**src/rtl/im_fetch_ctrl.sv**
```systemverilog
// Instruction-memory sequencer: byte-stream program load, then PC-driven fetch until ebreak/fault.
// Load write lands 1 cycle after the completing byte (ld_ready drops that cycle); fetch is combinational, pc registered.
module im_fetch_ctrl #(
    parameter int ADDR_BITS  = 5,
    parameter int DATA_WIDTH = 32
) (
    input  logic                  clk,
    input  logic                  rst_n,
    input  logic                  load_req,
    input  logic                  start,
    input  logic                  ld_valid,
    input  logic [7:0]            ld_data,
    input  logic                  ld_last,
    output logic                  ld_ready,
    output logic                  im_we,
    output logic [ADDR_BITS-1:0]  im_waddr,
    output logic [DATA_WIDTH-1:0] im_wdata,
    output logic [ADDR_BITS-1:0]  im_raddr,
    input  logic [DATA_WIDTH-1:0] im_rdata,
    input  logic                  stall,
    input  logic                  pc_src,
    input  logic [31:0]           pc_target,
    output logic [31:0]           pc,
    output logic [DATA_WIDTH-1:0] instr,
    output logic                  instr_valid,
    output logic [1:0]            state,
    output logic                  err,
    output logic [ADDR_BITS:0]    words_loaded
);

    typedef enum logic [1:0] {S_IDLE = 2'd0, S_LOAD = 2'd1, S_RUN = 2'd2, S_HALT = 2'd3} state_t;

    localparam logic [DATA_WIDTH-1:0] EBREAK    = 32'h0010_0073;
    localparam logic [DATA_WIDTH-1:0] NOP       = 32'h0000_0013;
    localparam logic [ADDR_BITS:0]    DEPTH     = {1'b1, {ADDR_BITS{1'b0}}};
    localparam logic [ADDR_BITS:0]    WORDS_ONE = 1;
    localparam logic [ADDR_BITS-1:0]  PTR_ONE   = 1;

    state_t                r_state;
    logic [31:0]           r_pc;
    logic [1:0]            r_cnt;
    logic [DATA_WIDTH-1:0] r_buf;
    logic [ADDR_BITS-1:0]  r_wptr;
    logic [ADDR_BITS:0]    r_words;
    logic                  r_err;
    logic                  r_we;
    logic                  r_last;

    logic                  w_accept;
    logic [31:0]           w_pc_next;

    assign w_accept  = ld_valid && ld_ready;
    assign w_pc_next = pc_src ? pc_target : r_pc + 32'd4;

    always_ff @(posedge clk or negedge rst_n) begin
        if (!rst_n) begin
            r_state <= S_IDLE;
            r_pc    <= '0;
            r_cnt   <= '0;
            r_buf   <= '0;
            r_wptr  <= '0;
            r_words <= '0;
            r_err   <= 1'b0;
            r_we    <= 1'b0;
            r_last  <= 1'b0;
        end else begin
            case (r_state)
                S_IDLE, S_HALT: begin
                    if (load_req) begin
                        r_state <= S_LOAD;
                        r_words <= '0;
                        r_err   <= 1'b0;
                        r_cnt   <= '0;
                        r_wptr  <= '0;
                        r_buf   <= '0;
                    end else if (start) begin
                        r_state <= S_RUN;
                        r_pc    <= '0;
                    end
                end
                S_LOAD: begin
                    if (r_we) begin
                        r_we    <= 1'b0;
                        r_wptr  <= r_wptr + PTR_ONE;
                        r_words <= r_words + WORDS_ONE;
                        r_buf   <= '0;
                        r_cnt   <= '0;
                        if (r_last) r_state <= S_IDLE;
                    end else if (w_accept) begin
                        // A full memory turns any further byte into a fault instead of a wrapping write.
                        if (r_words == DEPTH) begin
                            r_err   <= 1'b1;
                            r_state <= S_IDLE;
                        end else begin
                            r_buf[{r_cnt, 3'b000} +: 8] <= ld_data;
                            r_cnt <= r_cnt + 2'd1;
                            if (r_cnt == 2'd3 || ld_last) begin
                                r_we   <= 1'b1;
                                r_last <= ld_last;
                            end
                        end
                    end
                end
                S_RUN: begin
                    if (!stall) begin
                        if (im_rdata == EBREAK) begin
                            r_state <= S_HALT;
                        end else if (pc_src && pc_target[1:0] != 2'b00) begin
                            r_state <= S_HALT;
                            r_err   <= 1'b1;
                        end else begin
                            r_pc <= w_pc_next;
                        end
                    end
                end
                default: r_state <= S_IDLE;
            endcase
        end
    end

    assign ld_ready     = (r_state == S_LOAD) && !r_we;
    assign im_we        = r_we;
    assign im_waddr     = r_wptr;
    assign im_wdata     = r_buf;
    assign im_raddr     = r_pc[ADDR_BITS+1:2];
    assign pc           = r_pc;
    assign instr_valid  = (r_state == S_RUN);
    assign instr        = instr_valid ? im_rdata : NOP;
    assign state        = r_state;
    assign err          = r_err;
    assign words_loaded = r_words;

endmodule

```
**config.mk**
```make
export PLATFORM = sky130hd
export DESIGN_NAME = im_fetch_ctrl
export DESIGN_NICKNAME = d
export VERILOG_FILES = /design/src/rtl/im_fetch_ctrl.sv
export SDC_FILE = /design/constraint.sdc
export NUM_CORES = 1
export LEC_CHECK = 0
export CAP_MARGIN = 20
export CELL_PAD_IN_SITES_DETAIL_PLACEMENT = 1
export CELL_PAD_IN_SITES_GLOBAL_PLACEMENT = 1
export CORE_ASPECT_RATIO = 0.6
export CORE_MARGIN = 1
export CORE_UTILIZATION = 28
export CTS_CLUSTER_DIAMETER = 50
export DETAILED_ROUTE_END_ITERATION = 10
export PLACE_DENSITY = 0.76
export SETUP_SLACK_MARGIN = 0.15
export SYNTH_ARGS = -nofsm -noshare
export SYNTH_HDL_FRONTEND = slang
export SYNTH_SLANG_ARGS = --single-unit
```
**constraint.sdc**
```tcl
create_clock -name clk -period 2.1 [get_ports clk]
set_input_delay 0.525 -clock clk [delete_from_list [all_inputs] [get_ports clk]]
set_output_delay 0.525 -clock clk [all_outputs]
set_load 0.05 [all_outputs]
```
==> run metrics, run 1 <==
leakage=4.03 nW; HPWL Detailed=14400 um; die outline area=17400 sq um; number of standard cells after synthesis=566; most used flip-flop cell after synthesis=sky130_fd_sc_hd__dfrtp_1; Worst Hold Class=in -> async; maximum number of pins on one net before global-route repair=61; Die H=103 um; Netlist Area Pre-Place=4720 sq um; final weighted congestion of routability-driven global placement=0.871; TritonCTS Sinks=82; total DRC errors in the routed layout=0; synthesized area divided by synthesized cell count=8.34 sq um; fraction of layout instances using a drive strength above 1=42.6%; Seq. cell area=2090 sq um; library cell used as clock root buffer=sky130_fd_sc_hd__clkbuf_16; number of antenna violations at the first check in global routing=0; launch point of the critical path=state[0]; post-layout instance area=8970 sq um; smallest hold slack=0.168 ns; CTS buffer count=9; clock tree from TritonCTS=yes; R2R Path End=pc[31]; horizontal die dimension=170 um; syn_nets=657; power density of the placed cells=1290 nW/um^2; Peak supply drop=575 uV; relative slew slack=62.4%; clk buf depth=2; row count=36; most common cell after layout, fill and taps aside=sky130_fd_sc_hd__buf_4; wire length reported by the detailed router=21400 um; final critical-path required period=2.08 ns; number of register bits inferred by synthesis=82; arrival time worst endpoint=1.56 ns; clock insertion delay at the later pin of the skew report=0.33 ns; Final nets=938; worst-case setup margin in the final layout=0.0166 ns; multi-input logic area=2990 sq um; setup slack of the most critical reg-to-reg path=0.03 ns; number of synthesis warnings=0; clock skew=0.0148 ns; remaining antenna violation count=0; peak clock frequency supported by timing=480 MHz; distinct cell type count after synthesis=58; via density per instance=5.18; Reg2Reg Depth=6; antenna diode count=0; Final Max Tran Viols=0; count of H-tree levels built during CTS=3; setup repair after global routing missed its margin=true; register area share after synthesis=43.5%; core area=16400 sq um; total track usage=23.6%; vias in the first global route=5810; clock edge transition at the registers on the reported setup and hold paths=0.07 ns; crit path capture type=output pin; initial cell density of the core=28.9%; result of the run=completed; Hold Violations, Final=0; Port Buffers=197; leftover overflow at the end of global routing=0; maxcap violations=0; area growth from synthesis to layout=90.0%; Tcrit/Tclk final=99.2%; kind of start point of the critical path=flop; most used cells in the layout excluding fill and tap cells=sky130_fd_sc_hd__buf_4 (126), sky130_fd_sc_hd__nand2_1 (89), sky130_fd_sc_hd__dfrtp_1 (55); minimum setup slack after placement=-0.555 ns; Critical Path RT=1.57 ns; Critical Setup Path Class=reg -> out; launching point of the worst reg2reg path=pc[8]; first-pass GRT wire length=31700 um; first-iteration detailed-routing DRC count=401; Final setup violation count=0; Vias=5596; biggest fanout along the worst timing path=9; Pre-antenna DRT Iters=5; top-level I/O count=198; cell area after placement=7680 sq um; setup_tns=0 ns; measured slew at the worst slew-check pin=0.561 ns; routed length per instance=19.8 um; count of flip-flops with a built-in enable after synthesis=0; fill cell total of the finished layout=1835; post-synthesis async set-or-reset flop share=100%
## worst max-delay path: stages, from the launching register on
cell and delay (ns):
sky130_fd_sc_hd__dfrtp_2 0.41, sky130_fd_sc_hd__inv_2 0.08, sky130_fd_sc_hd__ha_4 0.18, sky130_fd_sc_hd__buf_12 0.13
sky130_fd_sc_hd__buf_12 0.12, sky130_fd_sc_hd__and2_4 0.16, sky130_fd_sc_hd__buf_12 0.13
## layout make-up
class | count | area share [%]
Inverter | 19 | 0.837
Tap cell | 228 | 3.18
Multi-Input combinational cell | 433 | 33.4
Clock inverter | 6 | 1.28
Timing Repair Buffer | 302 | 35.5
Sequential cell | 82 | 23.3
Clock buffer | 10 | 2.55
## per-layer routing
| metal | vias to the layer above | track usage (%) | share of wire [%] |
|---|---|---|---|
| li1 | 2590 | - | - |
| met1 | 2796 | 31.5 | 44 |
| met2 | 193 | 39.4 | 48 |
| met3 | 17 | 5.49 | 6.6 |
| met4 | 0 | 4.50 | 1.1 |
| met5 | - | 0 | 0 |
## cells by family after synthesis
kind of cell	after synthesis	share of synthesized area (%)
buffers and inverters	55	4.98
XOR/XNOR	5	0.928
AO/OA/AOI/OAI	165	20.5
adder cells (fa/ha/maj)	11	2.92
multiplexers	2	0.451
AND/OR/NAND/NOR	246	26.8
flip-flops	82	43.5
## flip-flops by register name, indices dropped and copies added, names as in the netlist
signal,count
words_loaded,6
state,2
im_waddr,5
r_last,1
err,1
im_wdata,32
pc,32
r_cnt,2
im_we,1
## synthesized netlist by cell type (5+ instances only)
library cell,instances,area (sq um)
sky130_fd_sc_hd__o22ai_1,8,50.1
sky130_fd_sc_hd__and2_1,31,194
sky130_fd_sc_hd__nand3_1,14,70.1
sky130_fd_sc_hd__a22o_1,8,70.1
sky130_fd_sc_hd__or3_1,5,31.3
sky130_fd_sc_hd__dfrtp_1,82,2050
sky130_fd_sc_hd__and3_1,5,31.3
sky130_fd_sc_hd__clkbuf_1,21,78.8
sky130_fd_sc_hd__ha_1,11,138
sky130_fd_sc_hd__nand2_1,94,353
sky130_fd_sc_hd__buf_2,5,25.0
sky130_fd_sc_hd__nand4_1,11,68.8
sky130_fd_sc_hd__nand2b_1,5,31.3
sky130_fd_sc_hd__nor3_1,11,55.1
sky130_fd_sc_hd__a21oi_1,34,170
sky130_fd_sc_hd__a31oi_1,9,56.3
sky130_fd_sc_hd__inv_1,19,71.3
sky130_fd_sc_hd__nor2_1,30,113
sky130_fd_sc_hd__nor4_1,15,93.8
sky130_fd_sc_hd__o21ai_0,75,375
sky130_fd_sc_hd__buf_4,6,45.0
## metrics by stage
step	power, mW	std cells	util, %
detailed placement	7.92	1004	47.0
CTS	10.8	1068	53.0
global route	12.0	1080	54.8
finish	11.5	1080	54.8
global placement	7.74	1004	47.0
floorplan	5.84	566	-
## what timing repair did
action                     4_1_cts  5_1_grt
hold endpoints to repair         0        0
resized for setup              201       69
cloned                           7        5
pin swaps                       37       19
setup endpoints to repair      141      101
hold buffers                     0        0
setup buffers                   41        7
## power by group
part | switching [mW] | internal, mW | total [mW] | leakage, nW
Sequential | 0.370 | 1.92 | 2.29 | 1.08
Clock | 0.653 | 1.17 | 1.82 | 0.163
Combinational | 4.31 | 3.11 | 7.43 | 2.79
## worst max path at each step
stage	to	slack [ns]	cells after the start
6_report	instr[13]	0.02	6
3_5_place_dp	pc[5]	-0.56	8
2_1_floorplan	im_wdata[10]	-0.10	10
5_1_grt	pc[31]	-0.08	6
3_3_place_gp	pc[31]	-0.41	8
4_1_cts	ld_ready	0.03	7
No activity file was read; power rests on OpenSTA's default activity.
==> run 2, diff against run 1 <==
--- a/config.mk
+++ b/config.mk
@@ -10,10 +10,10 @@
 export CELL_PAD_IN_SITES_GLOBAL_PLACEMENT = 1
 export CORE_ASPECT_RATIO = 0.6
 export CORE_MARGIN = 1
-export CORE_UTILIZATION = 28
+export CORE_UTILIZATION = 31
 export CTS_CLUSTER_DIAMETER = 50
 export DETAILED_ROUTE_END_ITERATION = 10
-export PLACE_DENSITY = 0.76
+export PLACE_DENSITY = 0.8
 export SETUP_SLACK_MARGIN = 0.15
 export SYNTH_ARGS = -nofsm -noshare
 export SYNTH_HDL_FRONTEND = slang
==> constraint.sdc (replaced) <==
create_clock -name clk -period 2.36 [get_ports clk]
set_input_delay 0.59 -clock clk [delete_from_list [all_inputs] [get_ports clk]]
set_output_delay 0.59 -clock clk [all_outputs]
set_load 0.05 [all_outputs]
==> run 2 against run 1 <==
Compared with the run above: clock power shrank 27%; critical endpoint is now pc[31]; cell count shrank 7.8%; non-clock buffer count shrank 50; critical path type is now reg -> reg.
==> run metrics, run 2 (synthesis gave the netlist of run 1 again) <==
row count=34; vias in the first global route=5618; final critical-path required period=2.19 ns; total DRC errors in the routed layout=0; clk buf depth=2; most used cells in the layout excluding fill and tap cells=sky130_fd_sc_hd__clkdlybuf4s50_1 (95), sky130_fd_sc_hd__nand2_1 (94), sky130_fd_sc_hd__dfrtp_1 (71); Final nets=884; library cell used as clock root buffer=sky130_fd_sc_hd__clkbuf_16; remaining antenna violation count=0; relative slew slack=56.6%; setup repair after global routing missed its margin=true; via density per instance=5.32; clock edge transition at the registers on the reported setup and hold paths=0.07 ns; biggest fanout along the worst timing path=7; measured slew at the worst slew-check pin=0.652 ns; Die H=97.6 um; HPWL Detailed=14300 um; final weighted congestion of routability-driven global placement=0.830; Tcrit/Tclk final=92.6%; initial cell density of the core=32.2%; clock insertion delay at the later pin of the skew report=0.33 ns; fraction of layout instances using a drive strength above 1=23.9%; TritonCTS Sinks=82; area growth from synthesis to layout=74.4%; antenna diode count=0; Worst Hold Class=in -> async; count of H-tree levels built during CTS=3; Seq. cell area=2070 sq um; crit path capture type=flop; power density of the placed cells=1050 nW/um^2; first-iteration detailed-routing DRC count=303; clock tree from TritonCTS=yes; leftover overflow at the end of global routing=0; core area=14700 sq um; CTS buffer count=9; Port Buffers=197; Post-CTS Hold Fix Bufs=0; horizontal die dimension=161 um; fill cell total of the finished layout=1635; Final Max Tran Viols=0; die outline area=15700 sq um; clock skew=0.00985 ns; most common cell after layout, fill and taps aside=sky130_fd_sc_hd__clkdlybuf4s50_1; Final setup violation count=0; leakage=3.86 nW; Critical Path RT=2.63 ns; result of the run=completed; arrival time worst endpoint=2.46 ns; wire length reported by the detailed router=19800 um; number of antenna violations at the first check in global routing=0; Pre-antenna DRT Iters=4; Vias=5300; maxcap violations=0; total track usage=24.8%; Reg2Reg Depth=6; maximum number of pins on one net before global-route repair=61; kind of start point of the critical path=flop; Power, Total=8.65 mW; routed length per instance=19.8 um; multi-input logic area=2700 sq um; top-level I/O count=198; final cell count without fillers=996; Peak supply drop=527 uV; Critical Setup Path Class=reg -> reg; first-pass GRT wire length=30800 um; peak clock frequency supported by timing=458 MHz; DP Cell Count=962; Hold Violations, Final=0
[run 2: cell count changes in the layout (fill, tap and decap cells not counted), sizes merged, moves of 4 or more]
| cell | change |
|---|---|
| buf | -121 |
| clkdlybuf4s15 | -7 |
| clkdlybuf4s50 | +51 |
| dlygate4sd2 | -8 |
| dlymetal6s2s | +36 |
| o21ai | -4 |
[run 2: worst max-delay path, stage by stage, from the launching register on]
cell	delay (ns)
sky130_fd_sc_hd__dfrtp_1	0.45
sky130_fd_sc_hd__nand3_1	0.24
sky130_fd_sc_hd__nor2_2	0.24
sky130_fd_sc_hd__nand3_4	0.15
sky130_fd_sc_hd__or3_1	0.44
sky130_fd_sc_hd__or4_1	0.52
sky130_fd_sc_hd__nand3_1	0.08
[run 2: worst paths after layout]
kind / endpoint / startpoint / slack [ns]
setup / recovery: pc[31] / pc[8] / 0.17
hold / removal: pc[22] / rst_n / 0.18
hold reg to reg: im_wdata[20] / im_wdata[20] / 0.49
setup reg to reg: pc[31] / pc[8] / 0.17
max in group asynchronous: im_we / rst_n / 1.59
min in group clk: im_wdata[20] / im_wdata[20] / 0.49
[run 2: timing repair]
| item | CTS | global route |
|---|---|---|
| endpoints found under the setup margin | 91 | 88 |
| resized for setup | 39 | 67 |
| pin swaps | 10 | 17 |
| setup buffers | 6 | 9 |
| cloned | 1 | 2 |
[run 2: where the power goes]
group / internal (mW) / total, mW / switching, mW
clock: 0.719 / 1.33 / 0.609
combinational: 1.99 / 5.20 / 3.21
sequential: 1.69 / 2.12 / 0.427
[run 2: cell type report]
type | count | share of cell area, %
Sequential cell | 82 | 25.1
Multi-Input combinational cell | 429 | 32.8
Timing Repair Buffer | 252 | 34.8
Clock inverter | 7 | 0.638
Inverter | 19 | 0.912
Tap cell | 198 | 3.01
Clock buffer | 9 | 2.74
[run 2: per-layer routing]
metal  vias up  GRT usage (%)  wire, um  share of wire, %
met5         -              0         0                 0
met4         0           4.86       204               1.0
met3        19           7.17      1370               6.9
met2       185           41.9      9580                48
met1      2630           31.4      8620                44
li1       2466              -         -                 -
[run 2: through the flow]
stage                     hold slack [ns]  instance area [sq um]  setup TNS [ns]  util [%]  setup slack, ns
after floorplan                     0.294                   4910               0         -            0.153
after global placement              0.463                   7570           -6.54      51.6           -0.232
after detailed placement            0.481                   7570           -9.03      51.6           -0.326
after CTS                           0.190                   7930               0      54.0            0.150
after global routing                0.195                   8230               0      56.1           0.0899
final                               0.180                   8230               0      56.1            0.175
==> run 3, diff against run 2 <==
--- a/config.mk
+++ b/config.mk
@@ -10,10 +10,10 @@
 export CELL_PAD_IN_SITES_GLOBAL_PLACEMENT = 1
 export CORE_ASPECT_RATIO = 0.6
 export CORE_MARGIN = 1
-export CORE_UTILIZATION = 31
+export CORE_UTILIZATION = 28
 export CTS_CLUSTER_DIAMETER = 50
 export DETAILED_ROUTE_END_ITERATION = 10
-export PLACE_DENSITY = 0.8
+export PLACE_DENSITY_LB_ADDON = 0.3
 export SETUP_SLACK_MARGIN = 0.15
 export SYNTH_ARGS = -nofsm -noshare
 export SYNTH_HDL_FRONTEND = slang
==> constraint.sdc (replaced) <==
create_clock -name clk -period 2 [get_ports clk]
set_input_delay 0.5 -clock clk [delete_from_list [all_inputs] [get_ports clk]]
set_output_delay 0.5 -clock clk [all_outputs]
set_load 0.05 [all_outputs]
==> run 3 against run 2 <==
Compared with the run above: the flow now finishes with violations (negative setup slack); worst setup slack worse by 0.22 ns; highest routed layer unchanged; core utilization up 0.97 points; clock power up 41%; wire length up 14%; power up 52%.
==> run metrics, run 3 (synthesis gave the netlist of run 1 again) <==
count of H-tree levels built during CTS=3; die outline area=17400 sq um; most common cell after layout, fill and taps aside=sky130_fd_sc_hd__buf_4; via density per instance=5.20; failing checks=negative setup slack; clock edge transition at the registers on the reported setup and hold paths=0.06 ns; Vias=5696; clock skew=0.00800 ns; launching point of the worst reg2reg path=pc[27]; fraction of the core area covered by cells at the end of the flow=57.1%; Die H=103 um; minimum setup slack after placement=-0.607 ns; row count=36; final weighted congestion of routability-driven global placement=0.865; Pre-antenna DRT Iters=5; total track usage=23.7%; leakage=4.14 nW; remaining antenna violation count=0; clk buf depth=2; capture point of the worst path=pc[29]; vias in the first global route=5786; TritonCTS Sinks=82; measured slew at the worst slew-check pin=0.492 ns; setup_tns=-0.115 ns; clock insertion delay at the later pin of the skew report=0.35 ns; maxcap violations=0; Final nets=953; biggest fanout along the worst timing path=8; Final setup violation count=6; initial cell density of the core=28.9%; post-layout instance area=9330 sq um; relative slew slack=67.3%; maximum number of pins on one net before global-route repair=50; setup slack of the most critical reg-to-reg path=-0.04 ns; setup repair after global routing missed its margin=true; core area=16400 sq um; Peak supply drop=526 uV; cell area after placement=7750 sq um; Tcrit/Tclk final=102%; launch point of the critical path=im_rdata[25]; total DRC errors in the routed layout=0; arrival time worst endpoint=2.31 ns; antenna diode count=0; worst-case setup margin in the final layout=-0.0452 ns; wire length reported by the detailed router=22500 um; Critical Path RT=2.26 ns; fraction of layout instances using a drive strength above 1=54.2%; first-iteration detailed-routing DRC count=296; HPWL Detailed=15000 um; library cell used as clock root buffer=sky130_fd_sc_hd__clkbuf_16; number of antenna violations at the first check in global routing=0; peak clock frequency supported by timing=489 MHz; leftover overflow at the end of global routing=0; routed length per instance=20.6 um; CTS buffer count=9; result of the run=finished with violations; Port Buffers=197; top-level I/O count=198; Hold Violations, Final=0; Reg2Reg Depth=6; most used cells in the layout excluding fill and tap cells=sky130_fd_sc_hd__buf_4 (161), sky130_fd_sc_hd__nand2_1 (73), sky130_fd_sc_hd__dfrtp_1 (54); horizontal die dimension=170 um; Final Max Tran Viols=0; crit path capture type=flop; final critical-path required period=2.05 ns; clock tree from TritonCTS=yes; Power, Total=13.1 mW; R2R Path End=pc[30]; Worst Hold Class=reg -> reg; power density of the placed cells=1410 nW/um^2; kind of start point of the critical path=input pin; first-pass GRT wire length=31400 um; Critical Setup Path Class=in -> reg; area growth from synthesis to layout=97.7%
run 3: cell count changes in the layout (fill, tap and decap cells not counted), moves of 14 or more:
cell                              previous run  this run
sky130_fd_sc_hd__buf_2                       1        15
sky130_fd_sc_hd__nand2_1                    94        73
sky130_fd_sc_hd__o21ai_2                     1        27
sky130_fd_sc_hd__dlymetal6s2s_1             36         0
sky130_fd_sc_hd__dlygate4sd2_1              30         9
sky130_fd_sc_hd__o21ai_0                    65        11
sky130_fd_sc_hd__dfrtp_1                    71        54
sky130_fd_sc_hd__o21ai_1                    10        35
sky130_fd_sc_hd__dfrtp_2                    11        28
sky130_fd_sc_hd__buf_6                       3        24
sky130_fd_sc_hd__clkdlybuf4s50_1            95        44
sky130_fd_sc_hd__buf_4                      47       161
run 3: per-layer routing:
layer / wire, um / share of wire [%] / up-vias / track usage (%)
li1: - / - / 2616 / -
met4: 211 / 0.94 / 0 / 6.24
met2: 10900 / 48 / 214 / 39.2
met5: 0 / 0 / - / 0
met3: 1590 / 7.1 / 19 / 7.49
met1: 9820 / 44 / 2847 / 30.0
run 3: where the power goes:
group | leakage [nW] | internal, mW | switching (mW)
Sequential | 1.08 | 2.02 | 0.364
Combinational | 2.90 | 3.93 | 4.96
Clock | 0.155 | 1.13 | 0.737
Total | 4.14 | 7.08 | 6.06
run 3: cell type report:
class,count,area (sq um)
clock buffers,10,239
inverters,19,77.6
fillers,1763,7020
flip-flops and latches,82,2090
well taps,228,285
multi-input cells,431,3240
clock inverters,6,88.8
repair buffers,319,3320
run 3: how the worst min path moves through the flow:
stage          cells after the start      endpoint         start  slack [ns]
6_report                           1         pc[1]         pc[1]        0.49
3_5_place_dp                       1  im_wdata[15]         rst_n        0.38
3_3_place_gp                       1  im_wdata[15]         rst_n        0.37
2_1_floorplan                      0           err         rst_n        0.20
4_1_cts                            2  im_wdata[11]  im_wdata[11]        0.50
5_1_grt                            1           err           err        0.52
run 3: critical path: stages:
cell and delay, ns:
sky130_fd_sc_hd__buf_8 0.10, sky130_fd_sc_hd__nor4_4 0.29, sky130_fd_sc_hd__nand4_1 0.27, sky130_fd_sc_hd__o211a_4 0.36, sky130_fd_sc_hd__a21oi_4 0.17, sky130_fd_sc_hd__buf_6 0.15
sky130_fd_sc_hd__buf_6 0.11, sky130_fd_sc_hd__buf_16 0.13, sky130_fd_sc_hd__a21oi_2 0.04, sky130_fd_sc_hd__o22ai_1 0.17
run 3: per-stage QoR:
step | instances | hold WS, ns
2_1_floorplan | 566 | 0.204
5_1_grt | 1095 | 0.521
3_3_place_gp | 1027 | 0.371
3_5_place_dp | 1027 | 0.382
4_1_cts | 1072 | 0.497
6_report | 1095 | 0.493
run 3: timing repair:
item                       in CTS  in global routing
buffers inserted               24                 19
hold endpoints to repair        5                  0
gates resized for setup       218                134
cloned                          4                  4
setup endpoints to repair     113                108
hold buffers                    1                  0
pin swaps                      52                 63
